==> src/rtl/fetch_queue.sv <==
// Dual-lane instruction queue between fetch and issue: accepts up to two
// instructions per cycle, tags them with non-zero IDs, presents the oldest two.
module fetch_queue #(
  parameter int unsigned DEPTH                = 8,
  parameter int unsigned INST_WIDTH           = 32,
  parameter int unsigned ADDR_WIDTH           = 32,
  parameter int unsigned INSTRUCTION_ID_WIDTH = 8
) (
  input  logic                            clk,
  input  logic                            reset,
  input  logic                            flush,
  input  logic [1:0]                      push_vld,
  input  logic [INST_WIDTH-1:0]           instruction0_in,
  input  logic [INST_WIDTH-1:0]           instruction1_in,
  input  logic [ADDR_WIDTH-1:0]           pc0_in,
  input  logic [ADDR_WIDTH-1:0]           pc1_in,
  output logic                            full,
  input  logic                            stall,
  output logic [INST_WIDTH-1:0]           instruction0_out,
  output logic [INST_WIDTH-1:0]           instruction1_out,
  output logic [ADDR_WIDTH-1:0]           pc0_out,
  output logic [ADDR_WIDTH-1:0]           pc1_out,
  output logic [INSTRUCTION_ID_WIDTH-1:0] id0_out,
  output logic [INSTRUCTION_ID_WIDTH-1:0] id1_out,
  output logic [$clog2(DEPTH):0]          count,
  output logic                            overflow
);

  localparam int unsigned PW = $clog2(DEPTH);
  localparam int unsigned CW = PW + 1;
  localparam int unsigned IW = INSTRUCTION_ID_WIDTH;

  typedef struct packed {
    logic [INST_WIDTH-1:0] inst;
    logic [ADDR_WIDTH-1:0] pc;
    logic [IW-1:0]         id;
  } entry_t;

  entry_t        mem_q [DEPTH];
  logic [PW-1:0] head_q, head_d, tail_q, tail_d;
  logic [PW-1:0] head_p1, tail_p1;
  logic [CW-1:0] count_q, count_d;
  logic [IW-1:0] next_id_q, next_id_d;
  logic [IW-1:0] id_lane0, id_lane1;
  logic          overflow_q, overflow_d;
  logic          push_ok, push_two, bad_push;
  logic [1:0]    n_push, n_pop;
  entry_t        wr0, wr1, rd0, rd1;

  // ID 0 marks a bubble downstream, so the counter wraps from max to 1.
  function automatic logic [IW-1:0] id_inc(input logic [IW-1:0] id);
    logic [IW-1:0] nxt;
    nxt = id + IW'(1);
    if (nxt == '0) nxt = IW'(1);
    return nxt;
  endfunction

  assign full     = (count_q >= CW'(DEPTH - 1));
  assign count    = count_q;
  assign overflow = overflow_q;
  assign head_p1  = head_q + PW'(1);
  assign tail_p1  = tail_q + PW'(1);
  assign id_lane0 = next_id_q;
  assign id_lane1 = id_inc(next_id_q);

  assign wr0 = '{inst: instruction0_in, pc: pc0_in, id: id_lane0};
  assign wr1 = '{inst: instruction1_in, pc: pc1_in, id: id_lane1};

  // Push/pop accounting and next-state for pointers, count, ID and overflow.
  always_comb begin
    push_ok    = 1'b0;
    push_two   = 1'b0;
    bad_push   = 1'b0;
    n_push     = 2'd0;
    n_pop      = 2'd0;
    head_d     = head_q;
    tail_d     = tail_q;
    count_d    = count_q;
    next_id_d  = next_id_q;
    overflow_d = overflow_q;

    push_ok  = !full && (push_vld == 2'b01 || push_vld == 2'b11);
    push_two = push_ok && push_vld[1];
    bad_push = (push_vld != 2'b00) && (full || push_vld == 2'b10);
    n_push   = push_two ? 2'd2 : (push_ok ? 2'd1 : 2'd0);
    n_pop    = stall ? 2'd0 : ((count_q >= CW'(2)) ? 2'd2 : 2'(count_q));

    if (flush) begin
      head_d  = '0;
      tail_d  = '0;
      count_d = '0;
    end else begin
      head_d     = head_q + PW'(n_pop);
      tail_d     = tail_q + PW'(n_push);
      count_d    = count_q + CW'(n_push) - CW'(n_pop);
      overflow_d = overflow_q | bad_push;
      if (push_two)     next_id_d = id_inc(id_lane1);
      else if (push_ok) next_id_d = id_lane1;
    end
  end

  always_ff @(posedge clk) begin
    if (reset) begin
      head_q     <= '0;
      tail_q     <= '0;
      count_q    <= '0;
      next_id_q  <= IW'(1);
      overflow_q <= 1'b0;
    end else begin
      head_q     <= head_d;
      tail_q     <= tail_d;
      count_q    <= count_d;
      next_id_q  <= next_id_d;
      overflow_q <= overflow_d;
    end
  end

  // Entry storage; contents are don't-care until covered by count.
  always_ff @(posedge clk) begin
    if (!reset && !flush && push_ok) begin
      mem_q[tail_q] <= wr0;
      if (push_two) mem_q[tail_p1] <= wr1;
    end
  end

  assign rd0 = (count_q != '0)        ? mem_q[head_q]  : '0;
  assign rd1 = (count_q >= CW'(2))    ? mem_q[head_p1] : '0;

  assign instruction0_out = rd0.inst;
  assign pc0_out          = rd0.pc;
  assign id0_out          = rd0.id;
  assign instruction1_out = rd1.inst;
  assign pc1_out          = rd1.pc;
  assign id1_out          = rd1.id;

endmodule

==> config.mk <==
export PLATFORM = sky130hd
export DESIGN_NAME = fetch_queue
export DESIGN_NICKNAME = d
export VERILOG_FILES = /design/src/rtl/fetch_queue.sv
export SDC_FILE = /design/constraint.sdc
export NUM_CORES = 1
export LEC_CHECK = 0
export ABC_AREA = 0
export BUFFER_PORTS_ARGS = -buffer_cell sky130_fd_sc_hd__buf_2
export CAP_MARGIN = 20
export CORE_MARGIN = 8
export CORE_UTILIZATION = 43
export CTS_CLUSTER_SIZE = 25
export DETAILED_ROUTE_END_ITERATION = 8
export PLACE_DENSITY_LB_ADDON = 0.15
export SKIP_LAST_GASP = 1
export SLEW_MARGIN = 0
export SYNTH_ARGS = -nofsm -noshare
export SYNTH_HDL_FRONTEND = slang
export SYNTH_SLANG_ARGS = --single-unit
==> constraint.sdc <==
create_clock -name clk -period 11.9 [get_ports clk]
set_input_delay 2.975 -clock clk [delete_from_list [all_inputs] [get_ports clk]]
set_output_delay 2.975 -clock clk [all_outputs]
set_load 0.03 [all_outputs]
After elaboration in Yosys (flattened, before gate mapping)
Memory sizes are Yosys's and may differ from the RTL's. A register that Yosys moved wholly into a read port is not among the register bits. Cells that the tools add are included.

Logic and storage cells: 54. Memories kept: 1. RAM bits: 576. Bits in read-only memories: 0. Bits in registers: 19. Output and inout bits: 150. Input port bits: 134. Bits in latches: 0.

Memory list: mem_q (words 8, width 72, rd ports 2, clocked after memory_dff 1, write ports 2, RTL line 39) `entry_t mem_q [DEPTH];`.

Reductions and logical operators: 17. $add $sub $neg: 8. Div/mod/pow operators: 0. Shift-type cells: 0. Order comparisons: 2. $mul: 0. Bitwise logic cells: 2. Equal/unequal tests: 3. Multiplexer cells: 16.

Operators with widths (count): $mux 72 (2); $mux 8 (4); $add 8x1->8 const B (2); $logic_not 8->1 (2); $add 3x1->3 const B (2); $add 3x2->3 (2); $mux 1 (6); $mux 2 (3); $logic_and 1x1->1 (5); $add 4x2->4 (1); $eq 2x2->1 const B (2); $ge 4x2->1 const B (1); $ge 4x3->1 const B (1); $reduce_bool 2->1 (2); $reduce_bool 4->1 (1); $sub 4x2->4 (1); $logic_not 1->1 (3); $mux 3 (1); $eq 2x1->1 const B (1); $logic_or 1x1->1 (2); $reduce_and 2->1 (1); $reduce_or 2->1 (1); $not 1->1 (1); $or 1x1->1 (1).

Longest topological paths before layout
Depth in word-level cells: 7. Depth in mapped cells: 13. Mapped depth without buffers: 13.

Worst setup path before layout
No wires, ideal clock.

Path type: in2reg. Start: in flush. End: mem mem_q[2][0] (netlist bit), enable pin. Data required time: 11291 ps. Stages: 3. Arrival time: 8750 ps. Path slack: 2541 ps. Cell sequence: nor2_1 > nand4_1 > o31ai_1.

RTL lines: start: declaration (RTL line 11) `input logic flush,`; end: declaration (RTL line 39).

Worst setup path after layout
Start: reg head_q[0]. End: out instruction1_out[16].

Cells in the longest elaborated chain, start to end: 3.

RTL lines: start: declaration (RTL line 40) `logic [PW-1:0] head_q, head_d, tail_q, tail_d;`; start signal: assignment (RTL line 104) `head_q <= '0;`; start signal: assignment (RTL line 110) `head_q <= head_d;`; $add 3x1->3 (RTL line 61) `assign head_p1 = head_q + PW'(1);`; $mem_v2 8x72; $mux 72 (RTL line 127) `assign rd1 = (count_q >= CW'(2)) ? mem_q[head_p1] : '0;`; end: declaration (RTL line 20) `output logic [INST_WIDTH-1:0] instruction1_out,`.

No other way between the ends.

==> flow_summary.json <==
{
  "synth_cells": 2804,
  "worstPathRequired_ns": 8.93,
  "rows": 104,
  "fin_crit_sh": 0.636,
  "internal-power_w": 0.00412,
  "grt_setup_unrepaired": "false",
  "synthToLayoutAreaGrowth_pct": 13.5,
  "dp_hpwl_mm": 64.1,
  "cts_hold_buffers": 0,
  "ys.flop_type": "edfxtp_1",
  "hold_depth": 2,
  "yosys_warnings": 0,
  "synth_compound_area_frac": 0.0204,
  "avgSynthCellArea_sq_um": 12.4,
  "die_h_um": 301,
  "dpl-instance-area_sq_mm": 0.0372,
  "final_common_cell": "nand2_1",
  "setup_viol": 0,
  "synth-xor-area-share": 0.0166,
  "cts.sinks": 595,
  "ios": 284,
  "switching_share": 0.362,
  "min_path_type": "register to register",
  "seq_area_frac_synth": 0.507,
  "slew_headroom": 0.226,
  "cts_buffers": 70,
  "arrival_ns": 4.59,
  "htreeDepth": 3,
  "fin_area_sq_mm": 0.0395,
  "min_period_ns": 7.57,
  "clk_pin_slew_ns": 0.06,
  "core_sq_mm": 0.0804,
  "synthTopCellsByArea": "edfxtp_1 (50%), mux4_2 (19%), nand2_1 (10%), mux2_2 (7.4%), mux2i_1 (2.1%)",
  "cp_max_fo": 44,
  "finalHoldViolCount": 0,
  "muxShareOfSynthArea": 0.290,
  "cp-end-kind": "primary output",
  "cap_violations": 0,
  "routed_wl_mm": 114,
  "synth_area_sq_mm": 0.0348,
  "synth_cell_types": 53,
  "synth_top_family_by_area": "multiplexers",
  "grt_usage": 0.248,
  "antenna_found_initial": 27,
  "cts_setup_buffers": 0,
  "yosys.area_share.adder": 0.00769,
  "fillCellCount": 7071,
  "grt_max_degree": 147,
  "grt_pass1_vias": 25100,
  "start_util": 0.433,
  "final_cells": 4133,
  "power.switching_w": 0.00234,
  "synth_top_area_share": 0.497,
  "drc": 0,
  "status": "completed",
  "yosys_register_bits": 595,
  "dieArea_sq_mm": 0.0904,
  "io_buffers": 283,
  "layout_common_cells": "nand2_1 (964), edfxtp_1 (576), mux4_2 (288)",
  "insertion_delay_ns": 0.62,
  "drt_first_pass_iters": 5,
  "worst_ir_drop_vdd_mv": 0.247,
  "drtIter0Drc": 2386,
  "nNetsFinal": 3153,
  "dp.cells": 3985,
  "slew_viol_final": 0,
  "max_freq_ghz": 0.132,
  "gp_congestion": 0.787,
  "ctsResizeCount": 0,
  "reg2regPathDepth": 9,
  "yosys.area_share.simple": 0.128,
  "wl_per_cell_um": 27.6,
  "synthArstFlopShare": 0,
  "clk_root_buffer_cell": "clkbuf_16",
  "viasPerCell": 5.94,
  "drive_gt1_frac": 0.323,
  "via_count": 24500,
  "combPwrFrac": 0.308,
  "finalPower_w": 0.00646,
  "die_w_um": 301,
  "synth_area_leader_cell": "edfxtp_1",
  "skew_ns": 0.0138,
  "syn_nets": 2957,
  "cts_tree": "yes",
  "clockBufferDepth": 3,
  "p_leak_nw": 14.1,
  "grt_pass1_wl_mm": 167,
  "worstSetupStartpointType": "register",
  "crit_type": "register to primary output",
  "setup_tns_ns": 0,
  "pwr-share-seq": 0.369,
  "utilization": 0.492,
  "synth-edff-count": 576,
  "drtAntennaViolNets": 0,
  "worst_pin_slew_ns": 1.16,
  "pwr_density_cell_mw_per_mm2": 163,
  "clkPwrFrac": 0.323,
  "overflow": 0
}
==> cells in the mapped netlist, types with 2 or more instances <==
cell      number
and3_1         2
nor3b_1        2
nand2_1      968
buf_4         26
ha_1          15
inv_1         20
fa_1           4
nand3_1        8
nor2_1       118
nor2_8         2
mux2i_1       74
or2_2          2
edfxtp_1     576
o31ai_1        2
mux2_2       229
nor3_1        12
clkbuf_1     103
mux2_1        27
and3b_1        2
xor2_1        17
o22ai_1        3
xnor2_1       49
or3_1          4
nand2b_1       2
nand4_1        5
inv_2          2
o21ai_0       17
mux4_2       288
buf_1         41
buf_2         42
and2_1         4
dfxtp_1       19
a21o_1         2
a21boi_0       3
nor3_4         2
a21oi_1       89
a31oi_1        5
nor2_2         3
==> layer usage <==
layer,vias up,global-route usage,wire length (um)
li1,10700,-,-
met1,12500,0.330,45100
met2,1116,0.409,55600
met3,200,0.0409,9970
met4,4,0.0871,3640
met5,-,0,26
==> worst max-delay path, stage by stage (launching register included) <==
cell	delay [ns]
dfxtp_4	0.78
ha_4	0.82
buf_4	0.60
buf_4	0.61
mux4_2	0.35
nand2_1	0.06
a21oi_1	0.40
buf_2	0.28
==> worst paths after layout <==
kind / to / slack (ns) / from
setup / recovery: instruction1_out[16] / 4.33 / head_q[0]
hold / removal: overflow / 0.47 / overflow
setup reg to reg: mem_q[3][30] / 7.59 / count[3]
hold reg to reg: overflow / 0.47 / overflow
==> logic make-up after synthesis <==
group / after synthesis
mux: 618
flops: 595
simple gates: 1141
fa+ha+maj: 19
buf+inv: 235
compound gates: 130
xor+xnor: 66
==> power groups by stage <==
stage | Clock, W | Combinational [W] | Sequential (W)
2_1_floorplan | 0 | 0.00125 | 0.00242
3_3_place_gp | 0 | 0.00198 | 0.00242
3_5_place_dp | 0 | 0.00200 | 0.00242
4_1_cts | 0.00212 | 0.00200 | 0.00238
5_1_grt | 0.00219 | 0.00209 | 0.00238
6_report | 0.00209 | 0.00199 | 0.00238
==> per-stage QoR <==
stage	worst slack [ns]	hold slack [ns]
finish	4.33	0.472
global route	4.04	0.523
CTS	4.16	0.476
floorplan	2.54	0.578
detailed placement	4.82	0.461
global placement	4.86	0.453
==> flip-flops by register name, summed over array words and instances (netlist names) <==
name and cells:
count 4, id_lane0 8, tail_q 3, overflow 1, mem_q 576, head_q 3
==> area by class of cell <==
cell class                      count  area (sq um)  share of cell area
Tap cell                         1060          1330              0.0336
Antenna cell                       20          50.0             0.00127
Inverter                           22          82.6             0.00209
Sequential cell                   595         17700               0.448
Multi-Input combinational cell   1974         16300               0.413
Timing Repair Buffer              337          1870              0.0472
Clock buffer                       90          1890              0.0478
Clock inverter                     35           280             0.00709
Note: power is estimated with default switching activity, not from simulation.
